### src/rtl/deserializer_pkg.sv
// Shared encodings for the deserializer: beat-count width and bit-order selection.
package deserializer_pkg;

    typedef enum logic {
        MSB_FIRST = 1'b0,
        LSB_FIRST = 1'b1
    } bit_order_e;

    // Wide enough to hold N = width/lanes, so o_cnt can express every beat index.
    function automatic int beat_cnt_w(input int width, input int lanes);
        return $clog2(width / lanes + 1);
    endfunction

endpackage

### src/rtl/deserializer_if.sv
// Word-side and beat-side signals of the deserializer, grouped for port hookup.
interface deserializer_if #(
    parameter int p_width = 8,
    parameter int p_lanes = 1
) ();

    logic                                                  i_clr;
    logic [p_lanes-1:0]                                    i_val;
    logic                                                  i_stp;
    logic                                                  i_rdy;
    logic [p_width-1:0]                                    o_val;
    logic                                                  o_stp;
    logic [deserializer_pkg::beat_cnt_w(p_width, p_lanes)-1:0] o_cnt;
    logic                                                  o_ovf;

    modport master (
        output i_clr, i_val, i_stp, i_rdy,
        input  o_val, o_stp, o_cnt, o_ovf
    );

    modport slave (
        input  i_clr, i_val, i_stp, i_rdy,
        output o_val, o_stp, o_cnt, o_ovf
    );

endinterface

### src/rtl/deser_shift.sv
// Beat accumulator: shift register plus beat counter; flags the beat that completes a word.
module deser_shift
    import deserializer_pkg::*;
#(
    parameter int         p_width = 8,
    parameter int         p_lanes = 1,
    parameter bit_order_e p_order = MSB_FIRST,
    parameter int         p_cw    = beat_cnt_w(p_width, p_lanes)
) (
    input  logic               clk_i,
    input  logic               rst_n_i,
    input  logic               clr_i,
    input  logic               stp_i,
    input  logic [p_lanes-1:0] val_i,
    output logic [p_width-1:0] word_o,
    output logic               done_o,
    output logic [p_cw-1:0]    cnt_o
);

    localparam int              c_beats = p_width / p_lanes;
    localparam logic [p_cw-1:0] c_last  = p_cw'(c_beats - 1);

    logic [p_width-1:0] sr_q, sr_d;
    logic [p_cw-1:0]    cnt_q, cnt_d;
    logic               last_beat;

    always_comb begin
        if (p_order == MSB_FIRST) begin
            word_o = (sr_q << p_lanes) | p_width'(val_i);
        end else begin
            word_o = (sr_q >> p_lanes) | (p_width'(val_i) << (p_width - p_lanes));
        end
    end

    assign last_beat = (cnt_q == c_last);
    assign done_o    = stp_i && !clr_i && last_beat;

    // Clear wins over a same-cycle strobe; a finished word leaves the register empty.
    always_comb begin
        sr_d  = sr_q;
        cnt_d = cnt_q;
        if (clr_i) begin
            sr_d  = '0;
            cnt_d = '0;
        end else if (stp_i) begin
            if (last_beat) begin
                sr_d  = '0;
                cnt_d = '0;
            end else begin
                sr_d  = word_o;
                cnt_d = cnt_q + 1'b1;
            end
        end
    end

    always_ff @(posedge clk_i or negedge rst_n_i) begin
        if (!rst_n_i) begin
            sr_q  <= '0;
            cnt_q <= '0;
        end else begin
            sr_q  <= sr_d;
            cnt_q <= cnt_d;
        end
    end

    assign cnt_o = cnt_q;

endmodule

### src/rtl/deserializer.sv
// Serial-to-parallel converter: output holding register, ready/valid handshake and
// sticky overflow around the deser_shift accumulator.
module deserializer
    import deserializer_pkg::*;
#(
    parameter int p_width     = 8,
    parameter int p_lanes     = 1,
    parameter int p_msb_first = 1
) (
    input  logic          i_clk,
    input  logic          i_rst,
    deserializer_if.slave bus
);

    localparam bit_order_e c_order = (p_msb_first != 0) ? MSB_FIRST : LSB_FIRST;
    localparam int         c_cw    = beat_cnt_w(p_width, p_lanes);

    if ((p_width % p_lanes) != 0) begin : g_bad_ratio
        $error("deserializer: p_width must be a multiple of p_lanes");
    end

    logic [p_width-1:0] word;
    logic               done;
    logic [c_cw-1:0]    cnt;

    logic [p_width-1:0] o_val_q, o_val_d;
    logic               o_stp_q, o_stp_d;
    logic               o_ovf_q, o_ovf_d;

    deser_shift #(
        .p_width (p_width),
        .p_lanes (p_lanes),
        .p_order (c_order),
        .p_cw    (c_cw)
    ) u_shift (
        .clk_i   (i_clk),
        .rst_n_i (i_rst),
        .clr_i   (bus.i_clr),
        .stp_i   (bus.i_stp),
        .val_i   (bus.i_val),
        .word_o  (word),
        .done_o  (done),
        .cnt_o   (cnt)
    );

    // A word arriving while the held one is stalled is dropped, not queued.
    always_comb begin
        o_val_d = o_val_q;
        o_stp_d = o_stp_q;
        o_ovf_d = o_ovf_q;
        if (o_stp_q && bus.i_rdy) begin
            o_stp_d = 1'b0;
        end
        if (done) begin
            if (o_stp_q && !bus.i_rdy) begin
                o_ovf_d = 1'b1;
            end else begin
                o_val_d = word;
                o_stp_d = 1'b1;
            end
        end
        if (bus.i_clr) begin
            o_ovf_d = 1'b0;
        end
    end

    always_ff @(posedge i_clk or negedge i_rst) begin
        if (!i_rst) begin
            o_val_q <= '0;
            o_stp_q <= 1'b0;
            o_ovf_q <= 1'b0;
        end else begin
            o_val_q <= o_val_d;
            o_stp_q <= o_stp_d;
            o_ovf_q <= o_ovf_d;
        end
    end

    assign bus.o_val = o_val_q;
    assign bus.o_stp = o_stp_q;
    assign bus.o_cnt = cnt;
    assign bus.o_ovf = o_ovf_q;

endmodule

### src/flat_wrapper.sv
// flat-port wrapper written by rule: the top's interface ports become plain ports
module deserializer_flat import deserializer_pkg::*;
#(
    parameter int p_width     = 8,
    parameter int p_lanes     = 1,
    parameter int p_msb_first = 1
)
  (i_clk, i_rst, bus_i_clr, bus_i_val, bus_i_stp, bus_i_rdy, bus_o_val, bus_o_stp, bus_o_cnt, bus_o_ovf);
  deserializer_if #(.p_width(p_width), .p_lanes(p_lanes)) bus_i ();
  input  logic i_clk;
  input  logic i_rst;
  input wire logic [$bits(bus_i.i_clr)-1:0] bus_i_clr;
  input wire logic [$bits(bus_i.i_val)-1:0] bus_i_val;
  input wire logic [$bits(bus_i.i_stp)-1:0] bus_i_stp;
  input wire logic [$bits(bus_i.i_rdy)-1:0] bus_i_rdy;
  output wire logic [$bits(bus_i.o_val)-1:0] bus_o_val;
  output wire logic [$bits(bus_i.o_stp)-1:0] bus_o_stp;
  output wire logic [$bits(bus_i.o_cnt)-1:0] bus_o_cnt;
  output wire logic [$bits(bus_i.o_ovf)-1:0] bus_o_ovf;
  assign bus_i.i_clr = bus_i_clr;
  assign bus_i.i_val = bus_i_val;
  assign bus_i.i_stp = bus_i_stp;
  assign bus_i.i_rdy = bus_i_rdy;
  assign bus_o_val = bus_i.o_val;
  assign bus_o_stp = bus_i.o_stp;
  assign bus_o_cnt = bus_i.o_cnt;
  assign bus_o_ovf = bus_i.o_ovf;
  deserializer #(.p_width(p_width), .p_lanes(p_lanes), .p_msb_first(p_msb_first)) u_core (.i_clk(i_clk), .i_rst(i_rst), .bus(bus_i));
endmodule
### config.mk
export PLATFORM = sky130hd
export DESIGN_NAME = deserializer_flat
export DESIGN_NICKNAME = d
export VERILOG_FILES = /design/src/rtl/deserializer_pkg.sv /design/src/rtl/deserializer_if.sv /design/src/rtl/deser_shift.sv /design/src/rtl/deserializer.sv /design/src/flat_wrapper.sv
export SDC_FILE = /design/constraint.sdc
export NUM_CORES = 1
export LEC_CHECK = 0
export CAP_MARGIN = 25
export CORE_MARGIN = 2
export CORE_UTILIZATION = 30
export CTS_CLUSTER_SIZE = 40
export DETAILED_ROUTE_END_ITERATION = 8
export GPL_ROUTABILITY_DRIVEN = 0
export PLACE_DENSITY = 0.53
export SLEW_MARGIN = 30
export SYNTH_ARGS = -nofsm -noshare
export SYNTH_HDL_FRONTEND = slang
export SYNTH_HIERARCHICAL = 1
export SYNTH_SLANG_ARGS = --single-unit
### constraint.sdc
create_clock -name i_clk -period 5.3 [get_ports i_clk]
set_clock_uncertainty 0.1 [all_clocks]
set_input_delay 0.53 -clock i_clk [delete_from_list [all_inputs] [get_ports i_clk]]
set_output_delay 0.53 -clock i_clk [all_outputs]
set_load 0.01 [all_outputs]
# After elaboration in Yosys (flattened, before gate mapping)
# Index checks and enable logic that the tools add are counted.
# W data, S select, Z words.
op_classes:
  addsub: 1
  n_eq_ne: 1
  mux: 12
  bitwise_logic: 2
  n_reduce_logical: 11
op_table:
  columns: ["operator", "count"]
  rows:
  - ["$mux W7", 3]
  - ["$mux W4", 3]
  - ["$or A8 B1 Y8", 1]
  - ["$mux W1", 6]
  - ["$reduce_bool A2 Y1", 3]
  - ["$add A4 B1 Y4 const B", 1]
  - ["$eq A4 B3 Y1 const B", 1]
  - ["$logic_and A1 B1 Y1", 4]
  - ["$reduce_and A2 Y1", 2]
  - ["$logic_not A1 Y1", 2]
  - ["$not A1 Y1", 1]
totals:
  regBits: 21
  elab_cells: 32

# Depth between registers and ports, before layout
# Gate-level depths: netlist (run 1).
logic_depth:
  depth_word: 5
  mapped_depth: 5

# Hierarchy
# Netlist (run 1), hierarchy kept.
by_module_without_submodules:
  columns: ["mod", "instances", "cells_per_inst", "area_per_inst_um2", "seq_area_each_um2"]
  rows:
  - ["deser_shift", 1, 37, 490.5, 275.3]
  - ["deserializer", 1, 24, 416.6, 250.2]

# Worst setup path after synthesis (run 1)
# Ideal clock, no wire load.
synth_timing:
  path_type: "reg2reg"
  start: "register u_core.u_shift.cnt_q[0] (netlist: u_core/u_shift/cnt_o[0])"
  end: "register u_core.o_val_q[0] (netlist: u_core/bus.o_val[0])"
  setup_ns: 0.125
  arrival_time_ns: 1.806
  path_slack_ns: 3.269
  path_stages_with_launch: 6
  n_path_buf: 0
  path_cell_list: "dfrtp_1 -> ha_1 -> nand3b_1 -> nor3b_1 -> nand2_4 -> mux2_4"
synth_between:
  elab_chain_len: 3
synth_rtl:
  columns: ["element", "line_no", "source"]
  rows:
  - ["start, declared", "deser_shift.sv:24", "logic [p_cw-1:0] cnt_q, cnt_d;"]
  - ["start signal, assigned", "deser_shift.sv:62", "cnt_q <= cnt_d;"]
  - ["$eq A4 B3 Y1", "deser_shift.sv:35", "assign last_beat = (cnt_q == c_last);"]
  - ["$logic_and A1 B1 Y1", "deser_shift.sv:36", "assign done_o = stp_i && !clr_i && last_beat;"]
  - ["named net u_core.done", "deserializer.sv:23", "logic done;"]
  - ["$reduce_and A2 Y1 (no line)", null, null]
  - ["end signal, assigned", "deserializer.sv:73", "o_val_q <= o_val_d;"]
  - ["end, declared", "deserializer.sv:26", "logic [p_width-1:0] o_val_q, o_val_d;"]
# The timed path passes the listed nets, and every way through them passes these cells.
# A chain may end at the register's enable or synchronous reset.

# Worst setup path in the final report (run 1)
layout_timing:
  start: "register u_core.u_shift.cnt_q[0] (netlist: u_core/u_shift/cnt_o[0])"
  end: "register u_core.o_val_q[5] (netlist: u_core/bus.o_val[5])"
# Same word-level chain as after synthesis.

==> results of run 1 <==
## cells in the mapped netlist, drive strengths merged
library cell,count
nand2,1
buf,3
nand4,1
a31oi,1
a21bo,1
dfrtp,21
a32o,7
nand2b,1
nor2b,2
a21oi,1
inv,1
or2b,1
nor2,3
mux2,9
mux2i,1
nor3b,2
a22o,1
nand3b,2
nor3,1
ha,1
## routing by layer
metal / vias to the layer above / track usage
met5: - / 0
met4: 0 / 0.0487
met3: 0 / 0.0284
met2: 20 / 0.165
met1: 280 / 0.148
li1: 270 / -
## worst min path at each step
stage,to,slack (ns),cells past startpoint
floorplan,u_core/bus.o_ovf,0.13,0
global placement,u_core/u_shift/sr_q[6],0.38,1
detailed placement,u_core/u_shift/sr_q[6],0.38,1
CTS,u_core/u_shift/sr_q[6],0.41,1
global route,u_core/bus.o_val[3],0.06,1
finish,u_core/bus.o_val[2],0.05,1
## power groups by stage
| stage | Clock, W | Combinational [W] | Sequential [W] |
|---|---|---|---|
| floorplan | 0 | 0.00000886 | 0.000169 |
| global placement | 0 | 0.0000206 | 0.000168 |
| detailed placement | 0 | 0.0000208 | 0.000168 |
| CTS | 0.0000840 | 0.0000209 | 0.000165 |
| global route | 0.0000923 | 0.0000223 | 0.000166 |
| finish | 0.0000775 | 0.0000198 | 0.000165 |
## kinds of logic after synthesis
family / after synthesis / synth area share
flip-flops: 21 / 0.579
AND/OR/NAND/NOR: 14 / 0.110
AO/OA/AOI/OAI: 11 / 0.110
multiplexers: 10 / 0.156
buffers and inverters: 4 / 0.0303
adder cells (fa/ha/maj): 1 / 0.0138
## worst max-delay path, cell delays in order, from the launching register on
cell and delay, ns:
dfrtp_1 0.44, ha_1 0.25, nand3b_1 0.31, nor3b_1 0.55, nand2_4 0.22, mux2_4 0.35
## layout make-up
type / count / area, um^2 / share of cell area
inverter: 1 / 3.75 / 0.00330
timing repair buffer: 19 / 185 / 0.163
sequential: 21 / 526 / 0.462
clock buffer: 3 / 22.5 / 0.0198
clock inverter: 1 / 7.51 / 0.00660
multi-input combinational: 36 / 354 / 0.311
tap: 31 / 38.8 / 0.0341
## per-stage QoR
stage                     hold WS, ns  power, W  area (um^2)  setup slack [ns]  std cells
final                          0.0530  0.000262         1140              2.98        112
after detailed placement        0.382  0.000189         1110              2.86        108
after CTS                       0.410  0.000270         1140              2.94        112
after global routing           0.0602  0.000280         1140              2.75        112
after global placement          0.378  0.000189         1110              2.90        108
after floorplan                 0.134  0.000177          907              3.27         61
## state kept, by name (all words and copies together) (netlist names)
| signal | cells |
|---|---|
| u_core/bus.o_ovf | 1 |
| u_core/bus.o_val | 8 |
| u_core/bus.o_stp | 1 |
| u_core/u_shift/sr_q | 7 |
| u_core/u_shift/cnt_o | 4 |
==> impl_metrics.py, run 1 <==
metrics = {
    "route": {
        "drc": 1,
        "dr.max_layer_used": "met3",
        "routedWlPerCell_um": 14.2,
        "num_vias": 570,
        "dr_wl_met2_um": 749,
        "ant_nets": 0,
        "drtIter0Drc": 6,
        "via_per_inst": 5.09,
        "totalWireLength_mm": 1.59,
        "firstDrtPassIters": 6,
        "met3WireLength_um": 101,
        "routedLengthMet1_um": 742,
    },
    "yosys": {
        "ys_warn_count": 6,
        "ys_seq_area_frac": 0.579,
        "ys_ff_latch": 21,
        "synth_top_area_cell": "dfrtp_1",
        "ys_types": 24,
        "synth_area_um2": 907,
        "syn_nets": 68,
        "synth_area_leaders": "dfrtp_1 (58%), mux2_4 (13%), a32o_1 (7.7%)",
        "synth_top_cell_area_share": 0.579,
        "netlist_instances": 61,
        "post_synth.cell_area_avg_um2": 14.9,
    },
    "pwr": {
        "switchingPower_w": 0.0000614,
        "p_int_w": 0.000201,
        "p_sw_frac": 0.234,
        "total_leakage_power_nw": 0.531,
        "clock_power_share": 0.296,
        "seq_power_share": 0.629,
        "irDropWorstVdd_v": 0.0000965,
        "p_per_area_nw_per_um2": 231,
        "combPwrFrac": 0.075,
    },
    "place": {
        "hpwl_mm": 1.12,
        "numPortBuffers": 19,
    },
    "cts": {
        "root_buffer": "clkbuf_4",
        "numCtsBuffers": 3,
        "cts_sinks": 21,
        "cts_resized": 0,
        "cts_max_level": 1,
        "insertion_delay_ns": 0.30,
        "cts_setup_buffers": 0,
        "ctsLongestPathBuffers": 2,
        "clk_pin_slew_worst_paths_ns": 0.13,
        "cts_tree": "yes",
        "cts_hold_buf": 0,
    },
    "sta": {
        "fin_crit_sh": 0.437,
        "hold_viol_final": 0,
        "setup_viol": 0,
        "slew_headroom": 0.657,
        "final_max_slew_viol_count": 0,
        "rsz0062_at_grt": "no",
        "fmax_mhz": 431,
        "min_period_ns": 2.32,
        "setup_tns_ns": 0,
        "tightest_slew_ns": 0.513,
    },
    "final_layout": {
        "antenna_cells": 0,
        "fillers": 280,
        "layout-drive-gt1-share": 0.222,
        "most-common-layout-cells": "dfrtp_1 (21), clkdlybuf4s50_1 (18), mux2_4 (8), a32o_1 (7), clkbuf_4 (3)",
        "layout_commonest_cell": "dfrtp_1",
        "fin_nets": 89,
        "area_growth_pct": 25.4,
        "finish.utilization": 0.405,
    },
    "critical_path": {
        "ff2ff_setup_slack_ns": 2.98,
        "r2r-start": "u_core/u_shift/cnt_o[0]",
        "r2r_cells": 5,
        "cp-end-kind": "register",
        "critPathMaxFanout": 9,
        "endpoint": "u_core/bus.o_val[5]",
        "r2r-end": "u_core/bus.o_val[5]",
        "worstPathRequired_ns": 5.39,
        "worstSetupPathType": "register to register",
        "crit_path_start_kind": "register",
        "crit_path_start": "u_core/u_shift/cnt_o[0]",
        "crit_arrival_ns": 2.41,
    },
    "floorplanning": {
        "design.core.area_um2": 2810,
        "die_w_um": 59.0,
        "start_util": 0.323,
        "fp-row-count": 19,
        "boundaryPins": 20,
        "dieArea_um2": 3480,
        "die_h_um": 59.0,
    },
    "run_status": {
        "violations": "design-rule violations",
        "status": "complete, but fails checks",
    },
    "global_routing": {
        "grt.overflow.total": 0,
        "grt_pass1_vias": 633,
        "grt_max_degree": 22,
        "grtUsageTotal": 0.110,
        "antenna_found_initial": 0,
        "grt_pass1_wl_mm": 2.85,
    },
    "job": {
        "drv_cap": 0,
    },
    "worst_hold_path": {
        "hold_class": "input pin to async pin",
    },
}
Note: power is estimated with default switching activity, not from simulation.
==> run 2: changes to the inputs <==
Clock period 5.3 ns to 2.3 ns, I/O delays scaled along.
==> run 2 against run 1 <==
  * The run still ends with design-rule violations left
  * Clock power grew 130%
  * Non-clock buffer count up 4
  * Global-route usage shrank 0.36 points
  * Combinational power grew to 2.6 times the previous value
  * Count of clock-buffer cells in the layout stayed put
  * Utilization rose by 1.2 points
  * Hold slack improved by 0.10 ns
  * Routed wire length shrank 0.94%
  * Cell area rose by 2.9%
  * Total power rose by 130%
  * Critical path type unchanged
  * Largest power group unchanged
==> impl_metrics.py, run 2 (synthesized netlist as in run 1, its figures left out) <==
metrics = {
    "route": {
        "drc": 1,
        "drtIter0Drc": 12,
        "num_vias": 587,
        "via_per_inst": 5.06,
        "ant_nets": 0,
        "firstDrtPassIters": 8,
        "routedWlPerCell_um": 13.6,
        "totalWireLength_mm": 1.58,
    },
    "sta": {
        "rsz0062_at_grt": "no",
        "min_period_ns": 2.03,
        "tightest_slew_ns": 0.512,
        "fin_crit_sh": 0.883,
        "setup_viol": 0,
        "hold_viol_final": 0,
        "final_max_slew_viol_count": 0,
        "setup_tns_ns": 0,
        "fmax_mhz": 492,
        "slew_headroom": 0.658,
        "holdWs_ns": 0.153,
    },
    "global_routing": {
        "grt_pass1_wl_mm": 2.77,
        "grt.overflow.total": 0,
        "antenna_found_initial": 0,
        "grt_max_degree": 22,
        "grtUsageTotal": 0.106,
        "grt_pass1_vias": 613,
    },
    "critical_path": {
        "crit_path_start_kind": "register",
        "worstPathRequired_ns": 2.40,
        "r2r-start": "u_core/u_shift/cnt_o[0]",
        "crit_arrival_ns": 2.13,
        "cp-end-kind": "register",
        "r2r_cells": 5,
        "cp_slowest_stage_delay_ns": 0.47,
        "r2r-end": "u_core/bus.o_val[0]",
        "worstSetupPathType": "register to register",
        "path_cells": "ha_1 > nand3b_1 > nor3b_1 > nand2_4 > mux2_4",
        "ff2ff_setup_slack_ns": 0.27,
        "critPathMaxFanout": 8,
        "slowest_stage": "nor3b_1",
        "worstPathBufferInverterCount": 0,
        "critical-path-top-delay-family": "simple AND/OR/NAND/NOR gates",
    },
    "floorplanning": {
        "fp-row-count": 19,
        "dieArea_um2": 3480,
        "boundaryPins": 20,
        "die_h_um": 59.0,
        "start_util": 0.323,
        "die_w_um": 59.0,
        "design.core.area_um2": 2810,
    },
    "cts": {
        "cts_tree": "yes",
        "ctsLongestPathBuffers": 2,
        "cts_max_level": 1,
        "cts_setup_buffers": 0,
        "numCtsBuffers": 3,
        "root_buffer": "clkbuf_4",
        "cts_hold_buf": 0,
        "cts_resized": 0,
        "insertion_delay_ns": 0.30,
        "clk_pin_slew_worst_paths_ns": 0.12,
        "cts_sinks": 21,
    },
    "run_status": {
        "violations": "design-rule violations",
        "status": "complete, but fails checks",
    },
    "worst_hold_path": {
        "hold_class": "input pin to async pin",
    },
    "final_layout": {
        "layout_commonest_cell": "dfrtp_1",
        "antenna_cells": 0,
        "finish.utilization": 0.417,
        "layout-drive-gt1-share": 0.247,
        "largest_reg_flops": 8,
        "most-common-layout-cells": "dfrtp_1 (21), clkdlybuf4s50_1 (19), mux2_4 (8), a32o_1 (7), buf_4 (4)",
        "area_growth_pct": 29.0,
        "fin_nets": 93,
    },
    "job": {
        "drv_cap": 0,
    },
    "pwr": {
        "irDropWorstVdd_v": 0.000240,
        "p_per_area_nw_per_um2": 519,
        "power_w": 0.000607,
        "total_leakage_power_nw": 0.553,
    },
    "place": {
        "hpwl_mm": 1.10,
        "numPortBuffers": 19,
    },
}
-- run 2: cell count changes in the layout (fill, tap and decap cells not counted) --
cell	delta
buf_4	+4
buf_2	-1
clkdlybuf4s50_1	+1
clkinv_2	+1
clkinvlp_4	-1
-- run 2: power by group --
| group | total, W | internal [W] | switching [W] |
|---|---|---|---|
| Clock | 0.000176 | 0.0000648 | 0.000112 |
| Sequential | 0.000380 | 0.000375 | 0.00000539 |
| Combinational | 0.0000507 | 0.0000266 | 0.0000241 |
| Total | 0.000607 | 0.000466 | 0.000141 |
-- run 2: area by class of cell --
type | instances | area (um^2)
Timing Repair Buffer | 23 | 220
Tap cell | 31 | 38.8
Clock inverter | 1 | 5.00
Inverter | 1 | 3.75
Multi-Input combinational cell | 36 | 354
Sequential cell | 21 | 526
Fill cell | 273 | 1640
Clock buffer | 3 | 22.5
-- run 2: worst max path at each step --
stage	from	endpoint	slack, ns	cells after the start
floorplan	u_core/u_shift/cnt_o[0]	u_core/bus.o_val[0]	0.27	5
finish	u_core/u_shift/cnt_o[0]	u_core/bus.o_val[0]	0.27	5
global placement	u_core/u_shift/cnt_o[1]	u_core/bus.o_val[5]	0.34	5
global route	u_core/u_shift/cnt_o[0]	u_core/bus.o_val[0]	0.1	5
CTS	u_core/u_shift/cnt_o[0]	u_core/bus.o_val[0]	0.28	5
detailed placement	u_core/u_shift/cnt_o[0]	u_core/bus.o_val[5]	0.29	5
-- run 2: per-stage QoR --
stage               area, um^2  cells  setup slack (ns)
floorplan                  907     61             0.269
global placement          1140    112             0.341
detailed placement        1140    112             0.291
CTS                       1170    116             0.277
global route              1170    116            0.0965
finish                    1170    116             0.269
-- run 2: layer usage --
layer  global-route usage  vias to the layer above  share of wire
li1                     -                      279              -
met1                0.146                      287           0.49
met2                0.159                       21           0.44
met3               0.0437                        0          0.064
met4               0.0195                        0              0
met5                    0                        -              0
==> run 3: changes to the inputs <==
Settings changed: PLACE_DENSITY 0.53 to 0.55.
Clock period 2.3 ns to 1.8 ns, I/O delays scaled along.
==> run 3 against run 2 <==
  * Critical path type unchanged
  * Fmax rose by 21%
  * Sequential power up 28%
  * Non-clock buffer count is 3 higher
  * Clock power up 28%
  * Cell area grew 3.1%
  * Routed wire length is 3.7% higher
  * Combinational power is 52% higher
  * Final cell count up 2.6%
  * Global-route usage rose by 0.62 points
  * The flow still finishes with violations (design-rule violations)
  * Largest power group unchanged
  * Die area unchanged
  * Sequential share of layout area decreased by 1.4 points
  * Count of clock-buffer cells in the layout unchanged
==> impl_metrics.py, run 3 (synthesized netlist as in run 1, its figures left out) <==
metrics = {
    "final_layout": {
        "fillers": 283,
        "multi_input_area_um2": 368,
        "largest_reg_flops": 8,
        "regArea_um2": 526,
        "most-common-layout-cells": "dfrtp_1 (21), clkdlybuf4s50_1 (19), mux2_4 (8), buf_4 (7), a32o_1 (7)",
        "layout-drive-gt1-share": 0.295,
        "fin_nets": 96,
        "area_growth_pct": 33.0,
        "layout_commonest_cell": "dfrtp_1",
        "antenna_cells": 0,
        "finish.utilization": 0.430,
    },
    "pwr": {
        "p_per_area_nw_per_um2": 653,
        "irDropWorstVdd_v": 0.000426,
        "power_w": 0.000788,
        "total_leakage_power_nw": 0.572,
    },
    "global_routing": {
        "grt.busiest_layer": "met2",
        "grt_pass1_wl_mm": 2.84,
        "met2_usage": 0.162,
        "grt.overflow.total": 0,
        "gr-usage-met1": 0.151,
        "grt_pass1_vias": 600,
        "met3_usage": 0.0480,
        "antenna_found_initial": 0,
        "grt_max_degree": 22,
        "grtUsageTotal": 0.112,
    },
    "floorplanning": {
        "design.core.area_um2": 2810,
        "dieArea_um2": 3480,
        "boundaryPins": 20,
        "die_w_um": 59.0,
        "fp-row-count": 19,
        "start_util": 0.323,
        "die_h_um": 59.0,
    },
    "cts": {
        "cts_resized": 0,
        "ctsLongestPathBuffers": 2,
        "cts_setup_buffers": 0,
        "cts_tree": "yes",
        "cts_sinks": 21,
        "insertion_delay_ns": 0.31,
        "cts_max_level": 1,
        "clk_pin_slew_worst_paths_ns": 0.12,
        "cts_hold_buf": 0,
        "root_buffer": "clkbuf_4",
        "numCtsBuffers": 3,
    },
    "route": {
        "routedWlPerCell_um": 13.7,
        "num_vias": 601,
        "via_per_inst": 5.05,
        "drc": 3,
        "ant_nets": 0,
        "totalWireLength_mm": 1.64,
        "firstDrtPassIters": 6,
        "drtIter0Drc": 15,
    },
    "sta": {
        "final.setup.worst_slack_ns": 0.121,
        "setup_viol": 0,
        "fmax_mhz": 595,
        "setup_tns_ns": 0,
        "slew_headroom": 0.780,
        "rsz0062_at_grt": "no",
        "fin_crit_sh": 0.933,
        "final_max_slew_viol_count": 0,
        "min_period_ns": 1.68,
        "tightest_slew_ns": 0.329,
        "hold_viol_final": 0,
    },
    "critical_path": {
        "critPathMaxFanout": 8,
        "path_cells": "ha_2 > nand3b_1 > nor3b_4 > nand2_4 > mux2_4",
        "crit_arrival_ns": 1.78,
        "worstPathRequired_ns": 1.90,
        "worstSetupPathType": "register to register",
        "cp_slowest_stage_delay_ns": 0.38,
        "r2r-start": "u_core/u_shift/cnt_o[1]",
        "slowest_stage": "dfrtp_1",
        "crit_path_start": "u_core/u_shift/cnt_o[1]",
        "crit_path_start_kind": "register",
        "cp-end-kind": "register",
    },
    "run_status": {
        "status": "complete, but fails checks",
        "violations": "design-rule violations",
    },
    "worst_hold_path": {
        "hold_class": "input pin to async pin",
    },
    "place": {
        "preCtsSetupSlack_ns": 0.0943,
        "numPortBuffers": 19,
        "hpwl_mm": 1.16,
    },
    "job": {
        "drv_cap": 0,
    },
}
==> run 3: layout make-up <==
| class | count | share of cell area |
|---|---|---|
| flip-flops and latches | 21 | 0.436 |
| inverters | 1 | 0.00311 |
| clock inverters | 1 | 0.00415 |
| well taps | 31 | 0.0322 |
| multi-input cells | 36 | 0.305 |
| clock buffers | 3 | 0.0187 |
| repair buffers | 26 | 0.201 |
==> run 3: worst max-delay path, delay by kind of cell, from the launching register on <==
family                   cells  cell delay, ns
AND/OR/NAND/NOR              3            0.55
adder cells (fa/ha/maj)      1            0.21
flip-flops                   1            0.38
multiplexers                 1            0.32
==> run 3: report_power, final <==
part | internal, W | switching, W
clock network | 0.0000830 | 0.000143
logic | 0.0000410 | 0.0000362
registers | 0.000479 | 0.00000572
total | 0.000603 | 0.000185
==> run 3: final timing paths <==
path                       cells past startpoint  slack [ns]                 endpoint
max                                            5        0.12      u_core/bus.o_val[3]
min                                            2         0.1      u_core/bus.o_val[0]
max in group asynchronous                      2        1.28  u_core/u_shift/cnt_o[1]
min reg2reg                                    1        0.41   u_core/u_shift/sr_q[6]
min in group i_clk                             1        0.41   u_core/u_shift/sr_q[6]
max reg2reg                                    5        0.12      u_core/bus.o_val[3]
==> run 3: metrics by stage <==
stage	hold WS (ns)	instance area [um^2]	instances
floorplan	-0.216	915	61
global placement	0.375	1170	115
detailed placement	0.384	1170	115
CTS	0.101	1200	119
global route	0.0987	1210	119
finish	0.0996	1210	119
==> run 3: per-layer routing <==
layer	vias to the layer above	routed length, um
li1	281	-
met4	0	23
met3	5	112
met2	19	720
met5	-	0
met1	296	780
